<file path="config.mk">
export PLATFORM = sky130hd
export DESIGN_NAME = fetch_stage
export DESIGN_NICKNAME = d
export VERILOG_FILES = /design/src/rtl/fetch_stage.sv
export SDC_FILE = /design/constraint.sdc
export NUM_CORES = 1
export LEC_CHECK = 0
export BUFFER_PORTS_ARGS = -buffer_cell sky130_fd_sc_hd__buf_2
export CAP_MARGIN = 20
export CORE_ASPECT_RATIO = 0.75
export CORE_MARGIN = 8
export CORE_UTILIZATION = 54
export CTS_CLUSTER_SIZE = 16
export DETAILED_ROUTE_END_ITERATION = 16
export PLACE_DENSITY = 0.76
export RECOVER_POWER = 100
export SLEW_MARGIN = 10
export SYNTH_ARGS = -nofsm -noshare
export SYNTH_HDL_FRONTEND = slang
export SYNTH_SLANG_ARGS = --single-unit
</file>
<file path="constraint.sdc">
create_clock -name clock -period 3.4 [get_ports clock]
set_input_delay 0.34 -clock clock [delete_from_list [all_inputs] [get_ports clock]]
set_output_delay 0.34 -clock clock [all_outputs]
set_load 0.05 [all_outputs]
</file>
<file path="src/rtl/fetch_stage.sv">
// Instruction fetch stage: owns the fetch PC, one outstanding memory read,
// small instruction FIFO toward decode, flush and redirect on jump.
module fetch_stage #(
  parameter int          ADDR_W   = 10,
  parameter int          DEPTH    = 4,
  parameter logic [31:0] RESET_PC = 32'd0
) (
  input  logic              clock,
  input  logic              reset,
  input  logic              jump_en,
  input  logic [31:0]       jump_target,
  output logic              mem_req,
  output logic [ADDR_W-1:0] mem_addr,
  input  logic              mem_ack,
  input  logic [31:0]       mem_rdata,
  output logic              instr_valid,
  input  logic              instr_ready,
  output logic [31:0]       instr_out,
  output logic [31:0]       instr_pc
);

  localparam int PW = $clog2(DEPTH);
  localparam int CW = PW + 1;
  localparam logic [CW-1:0] FULL = CW'(DEPTH);

  typedef enum logic [1:0] {
    IDLE,
    WAIT,
    DISCARD
  } state_t;

  state_t            state;
  state_t            state_n;
  logic [31:0]       fetch_pc;
  logic [31:0]       fetch_pc_n;
  logic [31:0]       pc_inc;
  logic [ADDR_W-1:0] addr_n;
  logic [CW-1:0]     count;
  logic [CW-1:0]     count_n;
  logic [PW-1:0]     wr_ptr;
  logic [PW-1:0]     rd_ptr;
  logic [PW-1:0]     rd_ptr_n;
  logic [31:0]       fifo_instr [DEPTH];
  logic [31:0]       fifo_pc    [DEPTH];
  logic              push;
  logic              pop;
  logic [31:0]       head_instr_n;
  logic [31:0]       head_pc_n;

  assign pop     = instr_valid & instr_ready & ~jump_en;
  assign push    = (state == WAIT) & mem_ack & ~jump_en;
  assign mem_req = (state != IDLE);
  assign pc_inc  = fetch_pc + 32'd1;

  always_comb begin
    count_n = count;
    if (jump_en)
      count_n = '0;
    else if (push & ~pop)
      count_n = count + CW'(1);
    else if (pop & ~push)
      count_n = count - CW'(1);
  end

  always_comb begin
    state_n    = state;
    fetch_pc_n = fetch_pc;
    addr_n     = mem_addr;
    unique case (state)
      IDLE: begin
        if (jump_en) begin
          fetch_pc_n = jump_target;
        end else if (count < FULL) begin
          state_n = WAIT;
          addr_n  = fetch_pc[ADDR_W-1:0];
        end
      end
      WAIT: begin
        if (jump_en) begin
          fetch_pc_n = jump_target;
          state_n    = mem_ack ? IDLE : DISCARD;
        end else if (mem_ack) begin
          fetch_pc_n = pc_inc;
          if (count_n < FULL)
            addr_n = pc_inc[ADDR_W-1:0];
          else
            state_n = IDLE;
        end
      end
      DISCARD: begin
        // memory port has no abort: hold the old address until it acks
        if (jump_en)
          fetch_pc_n = jump_target;
        if (mem_ack)
          state_n = IDLE;
      end
      default: state_n = IDLE;
    endcase
  end

  always_comb begin
    rd_ptr_n = rd_ptr;
    if (pop)
      rd_ptr_n = rd_ptr + PW'(1);
    head_instr_n = '0;
    head_pc_n    = '0;
    if (count_n != '0) begin
      // nothing left behind the popped head: the fresh word bypasses
      if (count == CW'(pop)) begin
        head_instr_n = mem_rdata;
        head_pc_n    = fetch_pc;
      end else begin
        head_instr_n = fifo_instr[rd_ptr_n];
        head_pc_n    = fifo_pc[rd_ptr_n];
      end
    end
  end

  always_ff @(posedge clock) begin
    if (push) begin
      fifo_instr[wr_ptr] <= mem_rdata;
      fifo_pc[wr_ptr]    <= fetch_pc;
    end
  end

  always_ff @(posedge clock) begin
    if (reset) begin
      state       <= IDLE;
      fetch_pc    <= RESET_PC;
      mem_addr    <= '0;
      count       <= '0;
      wr_ptr      <= '0;
      rd_ptr      <= '0;
      instr_valid <= 1'b0;
      instr_out   <= '0;
      instr_pc    <= '0;
    end else begin
      state       <= state_n;
      fetch_pc    <= fetch_pc_n;
      mem_addr    <= addr_n;
      count       <= count_n;
      instr_valid <= (count_n != '0);
      instr_out   <= head_instr_n;
      instr_pc    <= head_pc_n;
      if (jump_en) begin
        wr_ptr <= '0;
        rd_ptr <= '0;
      end else begin
        if (push)
          wr_ptr <= wr_ptr + PW'(1);
        rd_ptr <= rd_ptr_n;
      end
    end
  end

endmodule

</file>
==> results of run 1 <==
==> worst paths after layout <==
check	startpoint	end	slack (ns)	depth (start not counted)
hold reg to reg	mem_addr[4]	mem_addr[4]	0.51	2
setup reg to reg	state[0]	fifo_instr[2][4]	0.37	5
hold / removal	jump_target[10]	fetch_pc[10]	0.05	3
setup / recovery	state[0]	fifo_instr[2][4]	0.37	5
==> kinds of logic after synthesis <==
group                    synth area share
AND/OR/NAND/NOR                     0.142
AO/OA/AOI/OAI                       0.172
flip-flops                          0.583
buffers and inverters              0.0416
multiplexers                       0.0464
XOR/XNOR                           0.0102
adder cells (fa/ha/maj)           0.00510
==> critical path, stage by stage, from the launching register on <==
cell	delay (ns)
dfxtp_1	0.52
clkbuf_1	0.43
nand2b_1	0.13
nor2_1	0.40
and2_0	0.45
clkbuf_2	0.71
==> registers in the layout, summed over array words and instances (netlist names) <==
signal	flops
fifo_instr	128
state	2
instr_pc	32
count	3
mem_addr	10
fifo_pc	128
instr_valid	1
wr_ptr	2
fetch_pc	32
instr_out	32
rd_ptr	2
==> through the flow <==
stage	setup slack, ns	power (mW)
6_report	0.374	10.2
5_1_grt	0.204	10.5
4_1_cts	0.564	10.2
3_5_place_dp	0.592	6.02
3_3_place_gp	0.694	6.00
2_1_floorplan	0.252	5.73
==> cell type report <==
type                       instances  area share
sequential                       372       0.521
inverter                           8     0.00156
clock inverter                    10     0.00632
clock buffer                      60      0.0603
timing repair buffer             182      0.0497
tap                              406      0.0264
multi-input combinational        998       0.335
==> placed cells by master (no fill, tap or decap), drive strengths merged, types with 5 or more instances in the layout <==
master     n
clkbuf   178
nand2    176
a22oi      8
edfxtp   256
and3      11
buf       64
nor4       5
clkinv     7
and4       5
o21ai     23
a211oi    74
ha         7
nand3b     5
a21oi     92
xor2       5
xnor2     12
nor2b      6
a31oi      7
and2       9
mux2i     75
nand4     10
nor3     143
a2bb2oi   69
nor2      48
a32oi     69
nand2b     8
nand3     77
dfxtp    116
inv        8
==> metal layers <==
metal | part of all wire | wire length, um
met1 | 0.42 | 19800
met2 | 0.46 | 21700
met3 | 0.097 | 4530
met4 | 0.018 | 835
met5 | 0 | 0
==> power breakdown <==
group / total [mW] / switching [mW] / internal, mW
clock: 4.28 / 1.72 / 2.56
sequential: 5.05 / 0.118 / 4.93
combinational: 0.859 / 0.599 / 0.260
==> qor.csv, run 1 <==
metric,value,unit
diodes,0,
placed_cells,1966,
vias_per_cell,6.50,
rsz0062_at_grt,false,
cp-start-kind,flip-flop,
track_usage,0.237,
synthArstFlopShare,0,
status,finished clean,
tns,0,ns
regArea,10000,um^2
power_density,530,nW/um^2
antenna_found_initial,0,
die_w,222,um
utilization,0.613,
grtUsageMet1,0.319,
instances_no_fill,2036,
ant_nets,0,
cp_data_arrival_time,3.19,ns
holdCritPathClass,primary input to flip-flop,
final_nets,1676,
synth.most_common_cell,edfxtp_1,
die_area,37800,um^2
peakVddDrop,0.280,mV
hold_ws,0.0513,ns
port_buffers,144,
yosys_register_bits,372,
synth_edf_count,256,
wl_per_cell,23.0,um
finalMaxSlewViolations,0,
grt_start_max_net_pins,128,
netlist_area,17200,um^2
place_congestion,0.884,
yosys.area.top_type_share,0.447,
post_cts_buffers,0,
grt_pass1_wl,71900,um
grt_use_met3,0.0528,
drt_iter0_drc,1422,
multi_input_area,6430,um^2
power_leakage,6.40,nW
clock_latency,0.54,ns
drcViolationCount,0,
synth_top_area_cell,edfxtp_1,
htreeDepth,2,
syn_nets,1601,
path_clk_slew,0.07,ns
vias,13200,
core,31300,um^2
drive_gt1_frac,0.109,
post-dp-hpwl,27100,um
cts_tree,built,
cts_root_buf,clkbuf_16,
ys_types,68,
worstSetupPathType,flip-flop to flip-flop,
busiest_layer,met2,
die_h,170,um
avgSynthCellArea,11.3,um^2
required,3.56,ns
final_cell_area,19200,um^2
clock.fmax,0.330,GHz
wl,46800,um
finalSetupViolCount,0,
cts_hold_buf,0,
syn_to_final_growth,11.8,%
ys_seq_area_frac,0.583,
firstDrtPassIters,7,
synth_top_cells_by_area,"edfxtp_1 45%, dfxtp_1 14%, mux2i_1 4.3%",
crit_path_max_fanout,24,
cts_resized,0,
finalHoldViolCount,0,
worstMarginPinSlew,1.21,ns
placed_cell_area,18200,um^2
syn_inst,1525,
crit_path_end_kind,flip-flop,
fin_crit,3.03,ns
min_period_over_period,0.890,
finClkSkew,0.0139,ns
grt_overflow_total,0,
cts_sinks,372,
rows,56,
yosysWarnings,0,
grt_pass1_vias,13000,
clk_path_buf_depth,3,
synthTopCellsByCount,"256 x edfxtp_1, 176 x nand2_1, 141 x nor3_1",
ys.flop_type,edfxtp_1,
ios,145,
cts_made_buffers,38,
num-fill-cells,2499,
slew_headroom,0.193,
use_met2,0.386,
start_util,0.548,
maxCapViolCount,0,
Note: power is estimated with default switching activity, not from simulation.
==> inputs of run 2 (changes only) <==
Settings changed: PLACE_DENSITY 0.76 to 0.86.
==> qor.csv, run 2 (synthesis gave the netlist of run 1 again) <==
metric,value,unit,change
fin_crit,2.88,ns,-0.148 ns
finClkSkew,0.0158,ns,+0.00191 ns
ant_nets,0,,unchanged
core,31300,um^2,unchanged
num-fill-cells,2435,,-2.6%
cts_made_buffers,36,,-5.3%
drcViolationCount,0,,unchanged
post-dp-hpwl,28800,um,+6.3%
cts_sinks,372,,unchanged
syn_to_final_growth,10.9,%,
finalHoldViolCount,0,,unchanged
status,finished clean,,
power_leakage,6.36,nW,-0.52%
r2r-start,state[0],,
holdCritPathClass,primary input to flip-flop,,
wl,48100,um,+2.7%
grt_pass1_vias,13400,,+3.3%
antenna_found_initial,1,,+1
track_usage,0.245,,+0.00729
utilization,0.608,,-0.00515
path_clk_slew,0.06,ns,about the same
regArea,10000,um^2,unchanged
rrSetupSlack,0.52,ns,+0.15 ns
die_w,222,um,unchanged
rr_worst_depth,5,,unchanged
power_density,516,nW/um^2,-2.7%
cp_data_arrival_time,3.08,ns,-0.11 ns
placed_cell_area,18300,um^2,+0.30%
crit_path_end_kind,flip-flop,,
post_cts_buffers,0,,unchanged
slew_headroom,0.242,,+0.0499
finalSetupViolCount,0,,unchanged
tns,0,ns,unchanged
worstMarginPinSlew,1.13,ns,-0.0775 ns
firstDrtPassIters,7,,unchanged
die_h,170,um,unchanged
rsz0062_at_grt,false,,
drt_iter0_drc,1888,,+33%
peakVddDrop,0.309,mV,+10%
reg2reg_to,fifo_instr[1][0],,
cts_root_buf,clkbuf_16,,
vias,13700,,+3.6%
final_common_cell,edfxtp_1,,
fin_ws,0.521,ns,+0.148 ns
final_nets,1678,,+0.12%
ios,145,,unchanged
min_period_over_period,0.847,,-0.0435
clock.fmax,0.347,GHz,+5.1%
top_regs,"fifo_instr x128, fifo_pc x128",,
vias_per_cell,6.73,,+3.6%
cts_resized,0,,unchanged
grt_pass1_wl,74400,um,+3.5%
worstSetupPathType,flip-flop to flip-flop,,
grt_start_max_net_pins,67,,-48%
die_area,37800,um^2,unchanged
required,3.60,ns,+0.04 ns
instances_no_fill,2036,,unchanged
place_congestion,0.891,,+0.80%
start_util,0.548,,unchanged
crit_path_max_fanout,29,,+21%
wl_per_cell,23.6,um,+2.7%
finalMaxSlewViolations,0,,unchanged
clock_latency,0.54,ns,about the same
hold_path_end,fetch_pc[10],,
final_cell_mix,"256 x edfxtp_1, 175 x nand2_1, 143 x nor3_1, 124 x clkbuf_1, 116 x dfxtp_1",,
port_buffers,144,,unchanged
htreeDepth,2,,unchanged
clk_path_buf_depth,3,,unchanged
grt_overflow_total,0,,unchanged
placed_cells,1970,,+0.20%
multi_input_area,6320,um^2,-1.7%
final_cell_area,19000,um^2,-0.84%
maxCapViolCount,0,,unchanged
cts_hold_buf,0,,unchanged
cts_tree,built,,
place_ws,0.819,ns,+0.227 ns
drive_gt1_frac,0.0909,,-0.0177
min-delay-start,jump_target[10],,
rows,56,,unchanged
hold_depth,3,,unchanged
cp-start-kind,flip-flop,,
run 2: cell type report:
cell class	instances	share of cell area
multi-input combinational	998	0.332
tap	406	0.0267
sequential	372	0.526
antenna	1	0.000131
inverter	8	0.00158
clock buffer	54	0.0541
clock inverter	11	0.00591
timing repair buffer	186	0.0543
run 2: power breakdown:
| part | switching [mW] | leakage (nW) | internal, mW |
|---|---|---|---|
| clock network | 1.67 | 0.556 | 2.26 |
| registers | 0.121 | 3.26 | 4.93 |
| logic | 0.593 | 2.54 | 0.263 |
run 2: critical path, stage by stage (launching register included):
cell and delay, ns:
dfxtp_1 0.34, clkbuf_1 0.59, nand2b_1 0.15, nor2_1 0.45
and2_4 0.58, clkbuf_2 0.42
run 2: worst max-delay path by stage:
stage              from               end
2_1_floorplan  state[0]  fifo_instr[1][0]
3_3_place_gp    jump_en       instr_pc[0]
3_5_place_dp    jump_en      instr_pc[12]
4_1_cts        count[0]       mem_addr[1]
5_1_grt        state[0]  fifo_instr[1][0]
6_report       state[0]  fifo_instr[1][0]
run 2: per-stage QoR:
| stage | total power, mW | hold WS, ns |
|---|---|---|
| 3_3_place_gp | 6.00 | 0.480 |
| 5_1_grt | 10.1 | 0.0718 |
| 2_1_floorplan | 5.73 | 0.439 |
| 4_1_cts | 9.90 | 0.0186 |
| 3_5_place_dp | 6.03 | 0.497 |
| 6_report | 9.83 | 0.0591 |
run 2: layer usage:
layer | global-route usage | wire length [um]
met1 | 0.336 | 19000
met2 | 0.391 | 22100
met3 | 0.0423 | 5670
met4 | 0.0837 | 1230
met5 | 0 | 0
==> inputs of run 3 (changes only) <==
Settings changed: CORE_UTILIZATION 54 to 60, PLACE_DENSITY 0.86 to 0.9.
Clock period 3.4 ns to 2.83 ns, I/O delays scaled along.
==> qor.csv, run 3 (synthesis gave the netlist of run 1 again) <==
metric,value,unit,change
status,finished clean,,
switching_share,0.248,,+0.00517
num-fill-cells,2011,,-17%
clock.fmax,0.372,GHz,+7.0%
final_common_cell,edfxtp_1,,
grt_overflow_total,0,,unchanged
required,3.29,ns,-0.31 ns
ios,145,,unchanged
min_period_over_period,0.950,,+0.104
port_buffers,144,,unchanged
grt_pass1_vias,14000,,+4.5%
crit_path_end_kind,flip-flop,,
post-dp-hpwl,29800,um,+3.2%
switchingPower,2.97,mW,+24%
drive_gt1_frac,0.0974,,+0.00658
rows,53,,-5.4%
power_density,618,nW/um^2,+20%
instances_no_fill,2059,,+1.1%
crit_path_max_fanout,54,,+86%
cp_data_arrival_time,3.15,ns,+0.07 ns
final_nets,1720,,+2.5%
wl,50400,um,+4.8%
r2r-start,instr_valid,,
vias_per_cell,6.84,,+1.6%
start_util,0.611,,+0.0625
utilization,0.689,,+0.0810
finalHoldViolCount,0,,unchanged
final_cell_mix,"256 x edfxtp_1, 175 x nand2_1, 142 x nor3_1, 132 x clkbuf_1, 116 x dfxtp_1",,
rsz0062_at_grt,false,,
cts_root_buf,clkbuf_16,,
peakVddDrop,0.380,mV,+23%
finClkSkew,0.0173,ns,+0.00149 ns
grt_start_max_net_pins,63,,-6.0%
syn_to_final_growth,12.8,%,
core,28100,um^2,-10%
post_cts_buffers,0,,unchanged
crit_start,instr_valid,,
power.internal,9.00,mW,+21%
multi_input_area,6320,um^2,about the same
drt_iter0_drc,2199,,+16%
die_area,34400,um^2,-9.2%
p_total,12.0,mW,+22%
path_clk_slew,0.06,ns,about the same
drcViolationCount,0,,unchanged
regArea,10000,um^2,unchanged
finalMaxSlewViolations,0,,unchanged
slew_headroom,0.466,,+0.223
ant_nets,0,,unchanged
grt_pass1_wl,77600,um,+4.3%
clk_path_buf_depth,3,,unchanged
worstSetupPathType,flip-flop to flip-flop,,
holdCritPathClass,primary input to flip-flop,,
die_h,163,um,-4.6%
tns,0,ns,unchanged
antenna_found_initial,1,,unchanged
combPwrFrac,0.093,,+0.006
top_regs,"fifo_instr x128, fifo_pc x128",,
hold_ws,0.0815,ns,+0.0224 ns
track_usage,0.283,,+0.0389
maxCapViolCount,0,,unchanged
clock_latency,0.53,ns,about the same
clkPwrFrac,0.402,,+0.002
htreeDepth,2,,unchanged
reg2reg_to,instr_pc[17],,
worstMarginPinSlew,0.802,ns,-0.332 ns
cts_resized,0,,unchanged
endpoint,instr_pc[17],,
cp-start-kind,flip-flop,,
firstDrtPassIters,6,,-1
power_leakage,6.52,nW,+2.4%
finalSetupViolCount,0,,unchanged
rrSetupSlack,0.14,ns,-0.38 ns
seq_power_share,0.505,,-0.008
rr_worst_depth,7,,+2
cts_tree,built,,
place_congestion,0.925,,+3.8%
vias,14100,,+2.7%
fin_crit,2.69,ns,-0.189 ns
cts_made_buffers,37,,+2.8%
cts_sinks,372,,unchanged
placed_cells,1968,,-0.10%
wl_per_cell,24.5,um,+3.6%
die_w,211,um,-4.8%
==> run 3: worst min path at each step <==
stage,startpoint,to,slack [ns],cells after the start
floorplan,mem_rdata[0],fifo_instr[0][0],0.38,0
detailed placement,mem_addr[5],mem_addr[5],0.49,2
global route,mem_rdata[7],fifo_instr[0][7],0.09,1
global placement,wr_ptr[1],wr_ptr[1],0.49,2
finish,jump_target[1],fetch_pc[1],0.08,3
CTS,mem_rdata[19],fifo_instr[3][19],0.003,1
==> run 3: repair_timing <==
| item | in CTS | in global routing |
|---|---|---|
| hold buffers | 22 | 0 |
| setup endpoints to repair | 0 | 0 |
| hold endpoints to repair | 85 | 0 |
==> run 3: routing by layer <==
metal  vias to the layer above  global-route usage  routed length, um
met5                         -                   0                  0
met4                         0               0.117               1610
met3                       150              0.0546               6740
met2                      1199               0.452              23300
met1                      6632               0.379              18700
li1                       6107                   -                  -
==> run 3: power by group through the flow <==
stage	combinational [mW]	sequential, mW	clock [mW]
finish	1.11	6.05	4.82
global route	1.17	6.06	5.05
CTS	1.15	6.04	4.82
detailed placement	1.11	6.15	0
global placement	1.08	6.15	0
floorplan	0.598	6.29	0
==> run 3: area by class of cell <==
class | count | share of cell area
multi-input combinational | 998 | 0.326
timing repair buffer | 227 | 0.0700
sequential | 372 | 0.517
clock inverter | 14 | 0.00536
tap | 385 | 0.0249
clock buffer | 54 | 0.0553
antenna | 1 | 0.000129
inverter | 8 | 0.00155
==> run 3: per-stage QoR <==
stage | setup slack, ns | instance area (um^2)
finish | 0.141 | 19400
global route | 0.0737 | 19400
CTS | 0.344 | 19800
detailed placement | 0.397 | 18400
global placement | 0.531 | 18400
floorplan | 0.375 | 17200
==> run 3: worst max-delay path, stage by stage, from the launching register on <==
cell      delay (ns)
dfxtp_1         0.48
and3b_4         0.53
buf_12          0.26
buf_6           0.43
mux2i_1         0.19
a211oi_1        0.37
a32oi_1         0.18
a21oi_2         0.14
